## config.mk

```make
export PLATFORM = sky130hd
export DESIGN_NAME = iob_axi_arb_2to1
export DESIGN_NICKNAME = d
export VERILOG_FILES = /design/src/rtl/iob_axi_arb_2to1.sv
export SDC_FILE = /design/constraint.sdc
export NUM_CORES = 1
export LEC_CHECK = 0
export CAP_MARGIN = 40
export CORE_AREA = 2 2 231 233
export CTS_CLUSTER_SIZE = 28
export DETAILED_ROUTE_END_ITERATION = 12
export DIE_AREA = 0 0 233 235
export GPL_TIMING_DRIVEN = 0
export MAX_ROUTING_LAYER = met4
export SYNTH_ARGS = -nofsm -noshare
export SYNTH_HDL_FRONTEND = slang
export SYNTH_SLANG_ARGS = --single-unit
export TNS_END_PERCENT = 30
```

## constraint.sdc

```tcl
create_clock -name clk_i -period 2.35 [get_ports clk_i]
set_input_delay 0.5875 -clock clk_i [delete_from_list [all_inputs] [get_ports clk_i]]
set_output_delay 0.5875 -clock clk_i [all_outputs]
set_load 0.01 [all_outputs]
```

## src/rtl/iob_axi_arb_2to1.sv

```systemverilog
// Two-master to one-slave AXI4 arbiter with independent write and read ownership.
// Define IOB_AXI_ARB_RR_EN for round-robin contests; otherwise port 0 has fixed priority.
module iob_axi_arb_2to1 #(
  parameter int AXI_ID_W   = 4,
  parameter int AXI_ADDR_W = 24,
  parameter int AXI_DATA_W = 32,
  parameter int AXI_LEN_W  = 8
) (
  input  logic                    clk_i,
  input  logic                    arst_i,
  // master port 0
  input  logic [AXI_ID_W-1:0]     s0_axi_awid,
  input  logic [AXI_ADDR_W-1:0]   s0_axi_awaddr,
  input  logic [AXI_LEN_W-1:0]    s0_axi_awlen,
  input  logic [2:0]              s0_axi_awsize,
  input  logic [1:0]              s0_axi_awburst,
  input  logic                    s0_axi_awlock,
  input  logic [3:0]              s0_axi_awcache,
  input  logic [2:0]              s0_axi_awprot,
  input  logic [3:0]              s0_axi_awqos,
  input  logic                    s0_axi_awvalid,
  output logic                    s0_axi_awready,
  input  logic [AXI_DATA_W-1:0]   s0_axi_wdata,
  input  logic [AXI_DATA_W/8-1:0] s0_axi_wstrb,
  input  logic                    s0_axi_wlast,
  input  logic                    s0_axi_wvalid,
  output logic                    s0_axi_wready,
  output logic [AXI_ID_W-1:0]     s0_axi_bid,
  output logic [1:0]              s0_axi_bresp,
  output logic                    s0_axi_bvalid,
  input  logic                    s0_axi_bready,
  input  logic [AXI_ID_W-1:0]     s0_axi_arid,
  input  logic [AXI_ADDR_W-1:0]   s0_axi_araddr,
  input  logic [AXI_LEN_W-1:0]    s0_axi_arlen,
  input  logic [2:0]              s0_axi_arsize,
  input  logic [1:0]              s0_axi_arburst,
  input  logic                    s0_axi_arlock,
  input  logic [3:0]              s0_axi_arcache,
  input  logic [2:0]              s0_axi_arprot,
  input  logic [3:0]              s0_axi_arqos,
  input  logic                    s0_axi_arvalid,
  output logic                    s0_axi_arready,
  output logic [AXI_ID_W-1:0]     s0_axi_rid,
  output logic [AXI_DATA_W-1:0]   s0_axi_rdata,
  output logic [1:0]              s0_axi_rresp,
  output logic                    s0_axi_rlast,
  output logic                    s0_axi_rvalid,
  input  logic                    s0_axi_rready,
  // master port 1
  input  logic [AXI_ID_W-1:0]     s1_axi_awid,
  input  logic [AXI_ADDR_W-1:0]   s1_axi_awaddr,
  input  logic [AXI_LEN_W-1:0]    s1_axi_awlen,
  input  logic [2:0]              s1_axi_awsize,
  input  logic [1:0]              s1_axi_awburst,
  input  logic                    s1_axi_awlock,
  input  logic [3:0]              s1_axi_awcache,
  input  logic [2:0]              s1_axi_awprot,
  input  logic [3:0]              s1_axi_awqos,
  input  logic                    s1_axi_awvalid,
  output logic                    s1_axi_awready,
  input  logic [AXI_DATA_W-1:0]   s1_axi_wdata,
  input  logic [AXI_DATA_W/8-1:0] s1_axi_wstrb,
  input  logic                    s1_axi_wlast,
  input  logic                    s1_axi_wvalid,
  output logic                    s1_axi_wready,
  output logic [AXI_ID_W-1:0]     s1_axi_bid,
  output logic [1:0]              s1_axi_bresp,
  output logic                    s1_axi_bvalid,
  input  logic                    s1_axi_bready,
  input  logic [AXI_ID_W-1:0]     s1_axi_arid,
  input  logic [AXI_ADDR_W-1:0]   s1_axi_araddr,
  input  logic [AXI_LEN_W-1:0]    s1_axi_arlen,
  input  logic [2:0]              s1_axi_arsize,
  input  logic [1:0]              s1_axi_arburst,
  input  logic                    s1_axi_arlock,
  input  logic [3:0]              s1_axi_arcache,
  input  logic [2:0]              s1_axi_arprot,
  input  logic [3:0]              s1_axi_arqos,
  input  logic                    s1_axi_arvalid,
  output logic                    s1_axi_arready,
  output logic [AXI_ID_W-1:0]     s1_axi_rid,
  output logic [AXI_DATA_W-1:0]   s1_axi_rdata,
  output logic [1:0]              s1_axi_rresp,
  output logic                    s1_axi_rlast,
  output logic                    s1_axi_rvalid,
  input  logic                    s1_axi_rready,
  // shared memory port
  output logic [AXI_ID_W-1:0]     m_axi_awid,
  output logic [AXI_ADDR_W-1:0]   m_axi_awaddr,
  output logic [AXI_LEN_W-1:0]    m_axi_awlen,
  output logic [2:0]              m_axi_awsize,
  output logic [1:0]              m_axi_awburst,
  output logic                    m_axi_awlock,
  output logic [3:0]              m_axi_awcache,
  output logic [2:0]              m_axi_awprot,
  output logic [3:0]              m_axi_awqos,
  output logic                    m_axi_awvalid,
  input  logic                    m_axi_awready,
  output logic [AXI_DATA_W-1:0]   m_axi_wdata,
  output logic [AXI_DATA_W/8-1:0] m_axi_wstrb,
  output logic                    m_axi_wlast,
  output logic                    m_axi_wvalid,
  input  logic                    m_axi_wready,
  input  logic [AXI_ID_W-1:0]     m_axi_bid,
  input  logic [1:0]              m_axi_bresp,
  input  logic                    m_axi_bvalid,
  output logic                    m_axi_bready,
  output logic [AXI_ID_W-1:0]     m_axi_arid,
  output logic [AXI_ADDR_W-1:0]   m_axi_araddr,
  output logic [AXI_LEN_W-1:0]    m_axi_arlen,
  output logic [2:0]              m_axi_arsize,
  output logic [1:0]              m_axi_arburst,
  output logic                    m_axi_arlock,
  output logic [3:0]              m_axi_arcache,
  output logic [2:0]              m_axi_arprot,
  output logic [3:0]              m_axi_arqos,
  output logic                    m_axi_arvalid,
  input  logic                    m_axi_arready,
  input  logic [AXI_ID_W-1:0]     m_axi_rid,
  input  logic [AXI_DATA_W-1:0]   m_axi_rdata,
  input  logic [1:0]              m_axi_rresp,
  input  logic                    m_axi_rlast,
  input  logic                    m_axi_rvalid,
  output logic                    m_axi_rready,
  output logic                    wgrant_o,
  output logic                    rgrant_o
);

  typedef enum logic [1:0] {W_IDLE, W_ADDR, W_DATA, W_RESP} wstate_t;
  typedef enum logic [1:0] {R_IDLE, R_ADDR, R_DATA} rstate_t;

  wstate_t wstate, wstate_nxt;
  rstate_t rstate, rstate_nxt;
  logic    wgrant, wgrant_nxt, rgrant, rgrant_nxt;
  logic    wwinner, rwinner;
  logic    own_awvalid, own_wvalid, own_wlast, own_bready;
  logic    own_arvalid, own_rready;

  assign wgrant_o = wgrant;
  assign rgrant_o = rgrant;

`ifdef IOB_AXI_ARB_RR_EN
  logic wlast_gnt, rlast_gnt;

  // a contested round goes to the port that did not win the previous grant
  assign wwinner = s1_axi_awvalid & (~s0_axi_awvalid | ~wlast_gnt);
  assign rwinner = s1_axi_arvalid & (~s0_axi_arvalid | ~rlast_gnt);

  always_ff @(posedge clk_i or posedge arst_i) begin
    if (arst_i) begin
      wlast_gnt <= 1'b1;
      rlast_gnt <= 1'b1;
    end else begin
      if (wstate == W_IDLE && (s0_axi_awvalid || s1_axi_awvalid)) wlast_gnt <= wwinner;
      if (rstate == R_IDLE && (s0_axi_arvalid || s1_axi_arvalid)) rlast_gnt <= rwinner;
    end
  end
`else
  assign wwinner = s1_axi_awvalid & ~s0_axi_awvalid;
  assign rwinner = s1_axi_arvalid & ~s0_axi_arvalid;
`endif

  // owner-side control selected by the registered grant
  assign own_awvalid = wgrant ? s1_axi_awvalid : s0_axi_awvalid;
  assign own_wvalid  = wgrant ? s1_axi_wvalid  : s0_axi_wvalid;
  assign own_wlast   = wgrant ? s1_axi_wlast   : s0_axi_wlast;
  assign own_bready  = wgrant ? s1_axi_bready  : s0_axi_bready;
  assign own_arvalid = rgrant ? s1_axi_arvalid : s0_axi_arvalid;
  assign own_rready  = rgrant ? s1_axi_rready  : s0_axi_rready;

  assign m_axi_awid    = wgrant ? s1_axi_awid    : s0_axi_awid;
  assign m_axi_awaddr  = wgrant ? s1_axi_awaddr  : s0_axi_awaddr;
  assign m_axi_awlen   = wgrant ? s1_axi_awlen   : s0_axi_awlen;
  assign m_axi_awsize  = wgrant ? s1_axi_awsize  : s0_axi_awsize;
  assign m_axi_awburst = wgrant ? s1_axi_awburst : s0_axi_awburst;
  assign m_axi_awlock  = wgrant ? s1_axi_awlock  : s0_axi_awlock;
  assign m_axi_awcache = wgrant ? s1_axi_awcache : s0_axi_awcache;
  assign m_axi_awprot  = wgrant ? s1_axi_awprot  : s0_axi_awprot;
  assign m_axi_awqos   = wgrant ? s1_axi_awqos   : s0_axi_awqos;
  assign m_axi_wdata   = wgrant ? s1_axi_wdata   : s0_axi_wdata;
  assign m_axi_wstrb   = wgrant ? s1_axi_wstrb   : s0_axi_wstrb;
  assign m_axi_wlast   = own_wlast;

  assign m_axi_arid    = rgrant ? s1_axi_arid    : s0_axi_arid;
  assign m_axi_araddr  = rgrant ? s1_axi_araddr  : s0_axi_araddr;
  assign m_axi_arlen   = rgrant ? s1_axi_arlen   : s0_axi_arlen;
  assign m_axi_arsize  = rgrant ? s1_axi_arsize  : s0_axi_arsize;
  assign m_axi_arburst = rgrant ? s1_axi_arburst : s0_axi_arburst;
  assign m_axi_arlock  = rgrant ? s1_axi_arlock  : s0_axi_arlock;
  assign m_axi_arcache = rgrant ? s1_axi_arcache : s0_axi_arcache;
  assign m_axi_arprot  = rgrant ? s1_axi_arprot  : s0_axi_arprot;
  assign m_axi_arqos   = rgrant ? s1_axi_arqos   : s0_axi_arqos;

  // response payloads are broadcast; only the valids are steered
  assign s0_axi_bid   = m_axi_bid;
  assign s0_axi_bresp = m_axi_bresp;
  assign s1_axi_bid   = m_axi_bid;
  assign s1_axi_bresp = m_axi_bresp;
  assign s0_axi_rid   = m_axi_rid;
  assign s0_axi_rdata = m_axi_rdata;
  assign s0_axi_rresp = m_axi_rresp;
  assign s0_axi_rlast = m_axi_rlast;
  assign s1_axi_rid   = m_axi_rid;
  assign s1_axi_rdata = m_axi_rdata;
  assign s1_axi_rresp = m_axi_rresp;
  assign s1_axi_rlast = m_axi_rlast;

  always_ff @(posedge clk_i or posedge arst_i) begin
    if (arst_i) begin
      wstate <= W_IDLE;
      rstate <= R_IDLE;
      wgrant <= 1'b0;
      rgrant <= 1'b0;
    end else begin
      wstate <= wstate_nxt;
      rstate <= rstate_nxt;
      wgrant <= wgrant_nxt;
      rgrant <= rgrant_nxt;
    end
  end

  always_comb begin
    wstate_nxt     = wstate;
    wgrant_nxt     = wgrant;
    m_axi_awvalid  = 1'b0;
    m_axi_wvalid   = 1'b0;
    m_axi_bready   = 1'b0;
    s0_axi_awready = 1'b0;
    s1_axi_awready = 1'b0;
    s0_axi_wready  = 1'b0;
    s1_axi_wready  = 1'b0;
    s0_axi_bvalid  = 1'b0;
    s1_axi_bvalid  = 1'b0;
    case (wstate)
      W_IDLE: begin
        if (s0_axi_awvalid || s1_axi_awvalid) begin
          wstate_nxt = W_ADDR;
          wgrant_nxt = wwinner;
        end
      end
      W_ADDR: begin
        m_axi_awvalid = own_awvalid;
        if (wgrant) s1_axi_awready = m_axi_awready;
        else        s0_axi_awready = m_axi_awready;
        if (own_awvalid && m_axi_awready) wstate_nxt = W_DATA;
      end
      W_DATA: begin
        m_axi_wvalid = own_wvalid;
        if (wgrant) s1_axi_wready = m_axi_wready;
        else        s0_axi_wready = m_axi_wready;
        if (own_wvalid && m_axi_wready && own_wlast) wstate_nxt = W_RESP;
      end
      W_RESP: begin
        m_axi_bready = own_bready;
        if (wgrant) s1_axi_bvalid = m_axi_bvalid;
        else        s0_axi_bvalid = m_axi_bvalid;
        if (m_axi_bvalid && own_bready) wstate_nxt = W_IDLE;
      end
      default: wstate_nxt = W_IDLE;
    endcase
  end

  always_comb begin
    rstate_nxt     = rstate;
    rgrant_nxt     = rgrant;
    m_axi_arvalid  = 1'b0;
    m_axi_rready   = 1'b0;
    s0_axi_arready = 1'b0;
    s1_axi_arready = 1'b0;
    s0_axi_rvalid  = 1'b0;
    s1_axi_rvalid  = 1'b0;
    case (rstate)
      R_IDLE: begin
        if (s0_axi_arvalid || s1_axi_arvalid) begin
          rstate_nxt = R_ADDR;
          rgrant_nxt = rwinner;
        end
      end
      R_ADDR: begin
        m_axi_arvalid = own_arvalid;
        if (rgrant) s1_axi_arready = m_axi_arready;
        else        s0_axi_arready = m_axi_arready;
        if (own_arvalid && m_axi_arready) rstate_nxt = R_DATA;
      end
      R_DATA: begin
        m_axi_rready = own_rready;
        if (rgrant) s1_axi_rvalid = m_axi_rvalid;
        else        s0_axi_rvalid = m_axi_rvalid;
        if (m_axi_rvalid && own_rready && m_axi_rlast) rstate_nxt = R_IDLE;
      end
      default: rstate_nxt = R_IDLE;
    endcase
  end

endmodule

```

==> flow_metrics.tcl, run 1 <==
set metrics [dict create \
    status "finished clean" \
    tightestPinTransition_ns 0.337 \
    ant_nets 0 \
    cap_violations 0 \
    ys_seq_area_share_pct 5.08 \
    cts.sinks 6 \
    io_buffers 553 \
    antenna_found_initial 6 \
    r2r_start "wgrant_o" \
    route.detailed.drc 0 \
    synthArstFlopShare_pct 100 \
    ys.warnings.count 0 \
    slowest_stage "dfrtp_2" \
    synth_nets 670 \
    clock_path_buffers 2 \
    syn_area_per_cell_um2 9.32 \
    syn_inst 317 \
    cp.arrival_ns 1.72 \
    grt_pass1_wl_um 30700 \
    synth.area.top_cells "mux2_2 55%, buf_4 23%, dfrtp_1 5.1%" \
    fin_worst_skew_ns 0.000187 \
    yosys.area.top_type_share_pct 54.5 \
    path_cells "buf_12, buf_12, buf_8, mux2_2, dlygate4sd2_1" \
    hold_buffers 0 \
    placed_cell_area_mm2 0.00935 \
    regArea_um2 151 \
    drtIter0Drc 45 \
    std_cell_rows 84 \
    drv_slew 0 \
    cts_buffers 3 \
    synth-seq-cells 6 \
    fin_crit_ns 2.31 \
    clock-root-buffer "clkbuf_16" \
    synth-edff-count 0 \
    fmax_ghz 0.433 \
    dieWidth_um 233 \
    layout.nets 1239 \
    crit_path_start "wgrant_o" \
    irDropWorstVdd_mv 0.245 \
    first_pass_iters 4 \
    cp_max_fo 10 \
    layout_setup_ws_ns 0.0413 \
    synth_top_cell_by_area "mux2_2" \
    drive_gt1_share_pct 31.7 \
    fp.dieArea_mm2 0.0548 \
    setup_viol 0 \
    ys_top_cells_by_count "143 x mux2_2, 92 x buf_4, 13 x buf_2" \
    grt_start_max_net_pins 11 \
    via_per_inst 2.84 \
    ff2ff_setup_slack_ns 0.72 \
    grt.total_usage_pct 7.82 \
    synthDistinctLibCells 25 \
    slew_headroom_pct 77.5 \
    critPathLaunchType "flip-flop" \
    yosysMostFrequentCell "mux2_2" \
    powerDensity_mw_per_mm2 622 \
    wl_per_cell_um 14.5 \
    design_area_mm2 0.00959 \
    die_h_um 235 \
    cts_tree "done" \
    area_delta_synth_final_pct 225 \
    dpl.hpwl_um 20800 \
    p_leak_nw 3.98 \
    hp-start "rstate[1]" \
    slowest_delay_ns 0.41 \
    hold_viol_final 0 \
    via_count 4479 \
    start_util_pct 5.66 \
    gp_congestion 0.837 \
    clk_pin_slew_ns 0.03 \
    path_delay_family "buffers and inverters" \
    first_global_vias 4648 \
    path_buf_inv 4 \
    design.core.area_mm2 0.0522 \
    post-place-ws_ns -0.383 \
    n_fill_cell 5853 \
    h-tree-depth 1 \
    drt_wl_total_um 23000 \
    period_share_pct 98.2 \
    cp.required_ns 1.76 \
    syn_area_mm2 0.00295 \
    io_pins 598 \
    synth_flop_cell "dfrtp_1" \
    hp-class "reg -> reg" \
    crit_top_cell "buf_12" \
    critical_path_class "reg -> out" \
    multiInputGateArea_mm2 0.00201 \
    grt_overflow 0 \
    crit_path_end_kind "output pin" \
    clkLatencyLatePin_ns 0.23 \
    final_core_util_pct 18.4 \
]
## metal layers
layer | routed length (um) | vias to the layer above | share of wire, % | global-route usage, %
li1 | - | 2168 | - | -
met1 | 8770 | 2062 | 38 | 8.52
met2 | 11700 | 243 | 51 | 14.2
met3 | 2370 | 6 | 10 | 2.72
met4 | 67 | 0 | 0.29 | 0.367
met5 | 0 | - | 0 | -
## registers in the layout, summed over array words and instances, names as in the netlist
register,cells
rgrant_o,1
wgrant_o,1
wstate,2
rstate,2
## path summary, 6_finish.rpt
path | to | cells past startpoint
min in group asynchronous | rstate[1] | 2
setup / recovery | m_axi_wdata[16] | 5
hold / removal | rstate[0] | 1
setup reg to reg | wstate[1] | 6
hold reg to reg | rstate[0] | 1
max in group asynchronous | wgrant_o | 2
## power by group
part / switching (mW) / internal [mW] / total, mW
sequential: 0.0594 / 0.160 / 0.220
combinational: 2.25 / 3.22 / 5.47
clock: 0.0529 / 0.218 / 0.271
total: 2.36 / 3.60 / 5.96
## cell usage in the layout, fill, tap and decap left out, types with 3 or more instances in the layout
master           Yosys  final
nor2b_1              7      5
dlygate4sd2_1        0    142
nor2_1               5      5
mux2i_1              5      4
inv_1                6      5
buf_12               0      9
nand4_1              3      3
a21oi_1              4      4
clkdlybuf4s15_1      0      7
dlymetal6s2s_1       0      8
ha_1                 5      5
clkdlybuf4s50_1      0    391
nand2_1              4      4
diode_2              0      6
buf_6                3      8
buf_4               92     99
dfrtp_1              6      5
and3_1               8      6
mux2_2             143    143
buf_8                0      4
clkbuf_16            0      3
## worst reg2reg max path: stages (launching register included)
cell and delay [ns]:
dfrtp_2 0.44, buf_12 0.15, buf_16 0.14, nand4b_1 0.16, nand3_1 0.13, nand4_1 0.16
mux2_4 0.33
## what timing repair did
action	in CTS	in global routing
gates cloned	1	0
setup buffers	3	7
endpoints found under the setup margin	158	41
resized for setup	206	19
## kinds of logic after synthesis
family / count (synthesis) / synth area share, %
AND/OR/NAND/NOR: 32 / 6.31
multiplexers: 149 / 56.7
flip-flops: 6 / 5.08
buffers and inverters: 114 / 27.5
AO/OA/AOI/OAI: 11 / 2.29
adder cells (fa/ha/maj): 5 / 2.12
## final cells by class
class / count / area share, %
clock buffer: 3 / 0.783
inverter: 6 / 0.235
antenna: 6 / 0.157
timing repair buffer: 564 / 57.6
tap: 688 / 8.98
buffer: 108 / 9.74
multi-input combinational: 197 / 20.9
sequential: 6 / 1.58
## stage by stage
stage	std cells	setup TNS, ns	total power, mW	hold slack (ns)
2_1_floorplan	317	0	2.78	0.378
3_3_place_gp	1558	-10.78	5.73	0.463
3_5_place_dp	1558	-11.38	5.74	0.471
4_1_cts	1565	-0.382	5.96	0.475
5_1_grt	1577	-0.00265	6.38	0.498
6_report	1578	0	5.96	0.471
(Power assumes the default switching activity.)
==> run 2, diff against run 1 <==
Settings changed: CTS_CLUSTER_SIZE 28 to not set.
==> results of run 2 <==
Same layout as run 1: the final DEF is identical, and so are final timing and power.
